[config.mk]
export PLATFORM = sky130hd
export DESIGN_NAME = ibex_rvfi_trace_buffer
export DESIGN_NICKNAME = d
export VERILOG_FILES = /design/src/rtl/ibex_trace_pkg.sv /design/src/rtl/ibex_trace_fifo.sv /design/src/rtl/ibex_rvfi_trace_buffer.sv
export SDC_FILE = /design/constraint.sdc
export NUM_CORES = 2
export LEC_CHECK = 0
export CAP_MARGIN = 30
export CORE_AREA = 2 2 390 392
export DETAILED_ROUTE_END_ITERATION = 10
export DIE_AREA = 0 0 392 394
export MAX_ROUTING_LAYER = met4
export PLACE_DENSITY = 0.68
export SETUP_SLACK_MARGIN = 0.5
export SYNTH_ARGS = -nofsm -noshare
export SYNTH_HDL_FRONTEND = slang
export SYNTH_SLANG_ARGS = --single-unit
[constraint.sdc]
create_clock -name clk_i -period 10.5 [get_ports clk_i]
set_input_delay 1.575 -clock clk_i [delete_from_list [all_inputs] [get_ports clk_i]]
set_output_delay 1.575 -clock clk_i [all_outputs]
set_load 0.005 [all_outputs]
[src/rtl/ibex_trace_pkg.sv]
// Shared types for the RVFI trace buffer: capture modes, controller states
// and the packed retirement record.
package ibex_trace_pkg;

    localparam int unsigned TraceOrderWidth = 16;
    localparam int unsigned DropCntWidth    = 16;

    typedef enum logic {
        TraceStream = 1'b0,
        TraceWindow = 1'b1
    } trace_mode_e;

    typedef enum logic [1:0] {
        TrIdle   = 2'd0,
        TrArmed  = 2'd1,
        TrPost   = 2'd2,
        TrFrozen = 2'd3
    } trace_state_e;

    typedef struct packed {
        logic [TraceOrderWidth-1:0] order;
        logic [31:0]                pc;
        logic [31:0]                insn;
        logic [4:0]                 rd_addr;
        logic [31:0]                rd_wdata;
        logic                       trap;
        logic                       intr;
    } trace_rec_t;

endpackage

[src/rtl/ibex_trace_fifo.sv]
// Record storage with head/tail pointers and a fill level. A push into a full
// buffer either evicts the oldest entry (overwrite_i) or is rejected.
module ibex_trace_fifo #(
    parameter int unsigned Depth = 16,
    parameter int unsigned Width = 8,
    localparam int unsigned PtrW = $clog2(Depth),
    localparam int unsigned LvlW = $clog2(Depth + 1)
) (
    input  logic             clk_i,
    input  logic             rst_ni,
    input  logic             flush_i,
    input  logic             push_i,
    input  logic [Width-1:0] push_data_i,
    input  logic             overwrite_i,
    input  logic             pop_i,
    output logic             push_accepted_o,
    output logic [Width-1:0] head_data_o,
    output logic [LvlW-1:0]  level_o
);

    logic [PtrW-1:0]  head_q, head_d, tail_q, tail_d;
    logic [LvlW-1:0]  level_q, level_d;
    logic [Width-1:0] mem_q [Depth];
    logic             empty, full, pop_ok, push_ok, head_adv;

    always_comb begin
        empty    = (level_q == '0);
        full     = (level_q == LvlW'(Depth));
        pop_ok   = pop_i && !empty;
        push_ok  = push_i && !flush_i && (!full || pop_ok || overwrite_i);
        // An accepted push into a full buffer without a pop evicts the head.
        head_adv = pop_ok || (push_ok && full);
        head_d   = head_q;
        tail_d   = tail_q;
        level_d  = level_q;
        if (flush_i) begin
            head_d  = '0;
            tail_d  = '0;
            level_d = '0;
        end else begin
            if (push_ok)  tail_d = tail_q + 1'b1;
            if (head_adv) head_d = head_q + 1'b1;
            case ({push_ok, head_adv})
                2'b10:   level_d = level_q + 1'b1;
                2'b01:   level_d = level_q - 1'b1;
                default: level_d = level_q;
            endcase
        end
    end

    always_ff @(posedge clk_i or negedge rst_ni) begin
        if (!rst_ni) begin
            head_q  <= '0;
            tail_q  <= '0;
            level_q <= '0;
        end else begin
            head_q  <= head_d;
            tail_q  <= tail_d;
            level_q <= level_d;
        end
    end

    always_ff @(posedge clk_i) begin
        if (push_ok) mem_q[tail_q] <= push_data_i;
    end

    assign push_accepted_o = push_ok;
    assign head_data_o     = empty ? '0 : mem_q[head_q];
    assign level_o         = level_q;

endmodule

[src/rtl/ibex_rvfi_trace_buffer.sv]
// On-chip capture of RVFI retirement records: lossy stream FIFO or
// trigger-centred window capture, drained through a valid/ready read port.
module ibex_rvfi_trace_buffer
    import ibex_trace_pkg::*;
#(
    parameter int unsigned Depth       = 16,
    parameter int unsigned PostTrigger = 8,
    parameter int unsigned OrderWidth  = 16,
    localparam int unsigned LvlW = $clog2(Depth + 1),
    localparam int unsigned CntW = $clog2(Depth)
) (
    input  logic                          clk_i,
    input  logic                          rst_ni,
    input  logic                          rvfi_valid_i,
    input  logic [63:0]                   rvfi_order_i,
    input  logic [31:0]                   rvfi_pc_rdata_i,
    input  logic [31:0]                   rvfi_insn_i,
    input  logic                          rvfi_trap_i,
    input  logic                          rvfi_intr_i,
    input  logic [4:0]                    rvfi_rd_addr_i,
    input  logic [31:0]                   rvfi_rd_wdata_i,
    input  logic                          mode_i,
    input  logic                          arm_i,
    input  logic                          disarm_i,
    input  logic                          clear_i,
    input  logic                          trig_en_i,
    input  logic [31:0]                   trig_pc_i,
    input  logic                          trig_on_trap_i,
    output logic                          rd_valid_o,
    input  logic                          rd_ready_i,
    output logic [$bits(trace_rec_t)-1:0] rd_data_o,
    output logic [LvlW-1:0]               level_o,
    output logic [DropCntWidth-1:0]       drop_cnt_o,
    output logic [1:0]                    state_o,
    output logic                          triggered_o
);

    trace_state_e            state_q, state_d;
    trace_mode_e             mode_q, mode_d;
    logic [CntW-1:0]         post_cnt_q, post_cnt_d;
    logic [DropCntWidth-1:0] drop_cnt_q, drop_cnt_d;
    logic                    triggered_q, triggered_d;
    logic                    ctrl_pulse, capture_en, trigger_hit, flush;
    logic                    push_accepted, read_allowed, pop;
    logic                    unused_order;
    trace_rec_t              rec_in;

    assign unused_order = ^rvfi_order_i;

    always_comb begin
        rec_in.order    = TraceOrderWidth'(rvfi_order_i[OrderWidth-1:0]);
        rec_in.pc       = rvfi_pc_rdata_i;
        rec_in.insn     = rvfi_insn_i;
        rec_in.rd_addr  = rvfi_rd_addr_i;
        rec_in.rd_wdata = rvfi_rd_wdata_i;
        rec_in.trap     = rvfi_trap_i;
        rec_in.intr     = rvfi_intr_i;
    end

    // Any control pulse suppresses the retirement sampled on the same edge.
    assign ctrl_pulse  = clear_i || arm_i || disarm_i;
    assign capture_en  = rvfi_valid_i && !ctrl_pulse &&
                         (state_q == TrArmed || state_q == TrPost);
    assign trigger_hit = rvfi_valid_i &&
                         ((trig_en_i && (rvfi_pc_rdata_i == trig_pc_i)) ||
                          (trig_on_trap_i && rvfi_trap_i));
    assign flush       = clear_i || arm_i;

    ibex_trace_fifo #(
        .Depth (Depth),
        .Width ($bits(trace_rec_t))
    ) u_fifo (
        .clk_i           (clk_i),
        .rst_ni          (rst_ni),
        .flush_i         (flush),
        .push_i          (capture_en),
        .push_data_i     (rec_in),
        .overwrite_i     (mode_q == TraceWindow),
        .pop_i           (pop),
        .push_accepted_o (push_accepted),
        .head_data_o     (rd_data_o),
        .level_o         (level_o)
    );

    always_ff @(posedge clk_i or negedge rst_ni) begin
        if (!rst_ni) begin
            state_q     <= TrIdle;
            mode_q      <= TraceStream;
            post_cnt_q  <= '0;
            drop_cnt_q  <= '0;
            triggered_q <= 1'b0;
        end else begin
            state_q     <= state_d;
            mode_q      <= mode_d;
            post_cnt_q  <= post_cnt_d;
            drop_cnt_q  <= drop_cnt_d;
            triggered_q <= triggered_d;
        end
    end

    always_comb begin
        state_d     = state_q;
        mode_d      = mode_q;
        post_cnt_d  = post_cnt_q;
        triggered_d = triggered_q;
        if (clear_i) begin
            state_d = TrIdle;
        end else if (arm_i) begin
            state_d     = TrArmed;
            mode_d      = trace_mode_e'(mode_i);
            triggered_d = 1'b0;
        end else if (disarm_i) begin
            if (state_q == TrArmed || state_q == TrPost) state_d = TrIdle;
        end else if (capture_en) begin
            case (state_q)
                TrArmed: begin
                    if (mode_q == TraceWindow && trigger_hit) begin
                        triggered_d = 1'b1;
                        post_cnt_d  = CntW'(PostTrigger);
                        state_d     = (PostTrigger == 0) ? TrFrozen : TrPost;
                    end
                end
                TrPost: begin
                    post_cnt_d = post_cnt_q - 1'b1;
                    if (post_cnt_q == CntW'(1)) state_d = TrFrozen;
                end
                default: ;
            endcase
        end
    end

    always_comb begin
        drop_cnt_d = drop_cnt_q;
        if (!clear_i && arm_i) begin
            drop_cnt_d = '0;
        end else if (capture_en && mode_q == TraceStream && !push_accepted &&
                     drop_cnt_q != '1) begin
            drop_cnt_d = drop_cnt_q + 1'b1;
        end
    end

    // Window captures are only readable once capture has stopped.
    always_comb begin
        read_allowed = (mode_q == TraceStream) || (state_q == TrIdle) ||
                       (state_q == TrFrozen);
        rd_valid_o   = (level_o != '0) && read_allowed;
        state_o      = state_q;
    end

    assign pop         = rd_valid_o && rd_ready_i;
    assign drop_cnt_o  = drop_cnt_q;
    assign triggered_o = triggered_q;

endmodule

==> impl_metrics.py <==
metrics = {
    "status": {
        "outcome": "finished, final reports clean",
    },
    "cts": {
        "htreeDepth": 4,
        "cts.clk_slew.worst_paths_ps": 60,
        "numClockSinks": 1941,
        "ctsResizeCount": 0,
        "cts.path.max_buffers": 3,
        "postCtsHoldBufs": 0,
        "worst_skew_pair.late_latency_ps": 810,
        "cts_setup_buffers": 0,
        "cts_tree": "yes",
        "clockRootBuffer": "clkbuf_16",
        "cts_buffers": 192,
    },
    "drt": {
        "wl_per_cell_um": 29.3,
        "drtIter0Drc": 3563,
        "drt_pass1_iterations": 7,
        "vias": 33900,
        "vias_per_cell": 5.97,
        "ant_nets": 0,
        "drt-total-wl_um": 167000,
        "drc": 0,
    },
    "floorplanning": {
        "ios": 353,
        "dieArea_um2": 154000,
        "die_w_um": 392,
        "initial_core_util_pct": 49.6,
        "num_rows": 143,
        "fp.dieH_um": 394,
        "core_area_um2": 151000,
    },
    "logic_synthesis": {
        "synthesis.area_um2": 74700,
        "yosysWarnings": 0,
        "syn_nets": 3300,
        "synth_area_per_cell_um2": 24.3,
        "muxShareOfSynthArea_pct": 18.1,
        "ys_async_sr_fraction_pct": 1.91,
        "synth_seq_cells": 1941,
        "ys.flop_type": "edfxtp_1",
        "yosys.cell_types.count": 52,
        "synth_top_area_cell": "edfxtp_1",
        "synth_top_family_by_area": "multiplexers",
        "synth_fa_ha_area_share_pct": 0.278,
        "synth_area_leaders": "edfxtp_1 (77%), mux4_2 (18%), dfrtp_1 (1.2%), nor2b_1 (1.0%), xnor2_1 (0.49%)",
        "synthCells": 3075,
        "synth-edff-count": 1904,
        "ys_seq_area_share_pct": 77.8,
        "synth_common_cells": "edfxtp_1 (1904), mux4_2 (595), nor2b_1 (121)",
        "synth_top_area_share_pct": 76.6,
        "yosys.area_share.xor_xnor_pct": 0.598,
        "synth_most_common_cell": "edfxtp_1",
        "yosys.area_share.simple_pct": 2.00,
        "synth_compound_area_share_pct": 0.285,
    },
    "sta": {
        "finalSetupViolations": 0,
        "setup_slack_ps": 3990,
        "rsz0062_at_grt": "no",
        "fin_skew_ps": 21.8,
        "max_slew_margin_pct": 29.9,
        "whs_ps": 536,
        "tns_ps": 0,
        "timing_hold_violations_final": 0,
        "slew_viol_final": 0,
        "finalCritPeriodShare_pct": 62.0,
        "fmax_mhz": 154,
        "fin_crit_ps": 6510,
        "worstMarginPinSlew_ps": 1050,
    },
    "global_routing": {
        "first_global_vias": 34700,
        "grtUsageTotal_pct": 22.4,
        "grt_start_max_net_pins": 141,
        "grt_pass1_wl_um": 241000,
        "antenna_found_initial": 22,
        "grt_overflow": 0,
    },
    "critical_path": {
        "worstPathMaxFanout": 35,
        "r2r_cells": 8,
        "endpoint_kind": "output port",
        "crit_type": "reg -> out",
        "arrival_ps": 4930,
        "critPathRequiredTime_ps": 8930,
        "critPathLaunchType": "flop",
    },
    "pwr": {
        "p_leak_nw": 25.8,
        "ir_drop_uv": 135,
        "power_density_nw_per_um2": 176,
    },
    "finish": {
        "multiInputGateArea_um2": 15900,
        "drive_gt1_share_pct": 26.2,
        "register_area_um2": 58100,
        "fillCellCount": 10900,
        "area_growth_pct": 15.6,
        "fin_area_um2": 86400,
        "fin_nets": 3706,
    },
    "placed_design": {
        "place_area_um2": 80400,
        "dpl.hpwl_um": 83600,
        "pre_cts_slack_ps": 4080,
        "portBuffers": 304,
        "gp_congestion": 0.748,
    },
    "worst_hold_path": {
        "hold_depth": 2,
        "worstHoldPathType": "reg -> reg",
    },
    "job": {
        "cap_violations": 0,
    },
}
-- cells by family after synthesis --
kind of cell | count (synthesis)
mux | 605
buf+inv | 175
compound gates | 30
xor+xnor | 51
simple gates | 257
fa+ha+maj | 16
flops | 1941
-- through the flow --
| step | power [mW] | util, % | instances |
|---|---|---|---|
| floorplan | 8.73 | - | 3075 |
| global placement | 8.92 | 53.3 | 5313 |
| detailed placement | 8.93 | 53.4 | 5315 |
| CTS | 15.3 | 57.2 | 5663 |
| global route | 15.6 | 57.3 | 5684 |
| finish | 15.2 | 57.3 | 5687 |
-- cell usage in the layout, fill, tap and decap left out, drive strengths merged, types with 2 or more instances in the layout --
cell           instances
buf                   63
edfxtp              1904
or3                    2
clkinv                89
diode                 22
nor2                  42
a21oi                  9
mux2                   3
xnor2                 42
nand4                 12
nand3                  9
o221ai                 2
clkinvlp               4
and4                   2
nor4                   4
mux4                 595
ha                    15
or4                    2
o21ai                  3
nor3b                  2
dfrtp                 37
bufinv                 8
a21o                   2
nand2b                 8
inv                   32
or2                    2
clkdlybuf4s50        303
clkbuf               236
nand2                 22
and2                   8
nor2b                121
nor3                  15
o31ai                  4
nor4b                  4
mux2i                  7
xor2                   9
-- worst max-delay path, stage by stage (launching register included) --
cell and delay [ps]:
dfrtp_4 900, buf_4 690, buf_4 700, mux4_2 620
mux4_2 470, nor2b_1 170, clkdlybuf4s50_1 500
-- final cells by class --
cell class                 count  area share, %
inverter                      21         0.0913
sequential                  1941           67.3
timing repair buffer         366           4.35
clock inverter               112          0.956
clock buffer                 236           5.83
multi-input combinational    959           18.5
antenna                       22         0.0638
tap                         2030           2.94
-- layer usage --
metal	track usage, %	up-vias	routed length (um)
met3	3.90	238	11200
met5	-	-	0
met4	6.30	0	3590
li1	-	14000	-
met1	30.5	18500	68300
met2	35.4	1234	83600
-- power breakdown --
part           internal [mW]  leakage (nW)  switching [mW]
Sequential              8.51          17.6         0.00354
Clock                   3.60          2.88            2.81
Combinational         0.0969          5.33           0.155
-- state kept, by name, indices dropped and copies added, names as in the netlist --
register        cells
u_fifo.mem_q     1904
u_fifo.level_o      5
triggered_o         1
mode_q              1
state_o             2
u_fifo.head_q       4
post_cnt_q          4
drop_cnt_o         16
u_fifo.tail_q       4
-- worst paths after layout --
check                                 startpoint                    to  slack (ps)
worst max-delay path            u_fifo.head_q[0]          rd_data_o[7]        3990
worst min-delay path                 triggered_o           triggered_o         540
worst max register to register        state_o[0]  u_fifo.mem_q[11][44]        5810
worst min register to register       triggered_o           triggered_o         540
max in group asynchronous                 rst_ni      u_fifo.head_q[3]        8940
min in group asynchronous                 rst_ni         drop_cnt_o[5]         890
Note: power is estimated with default switching activity, not from simulation.
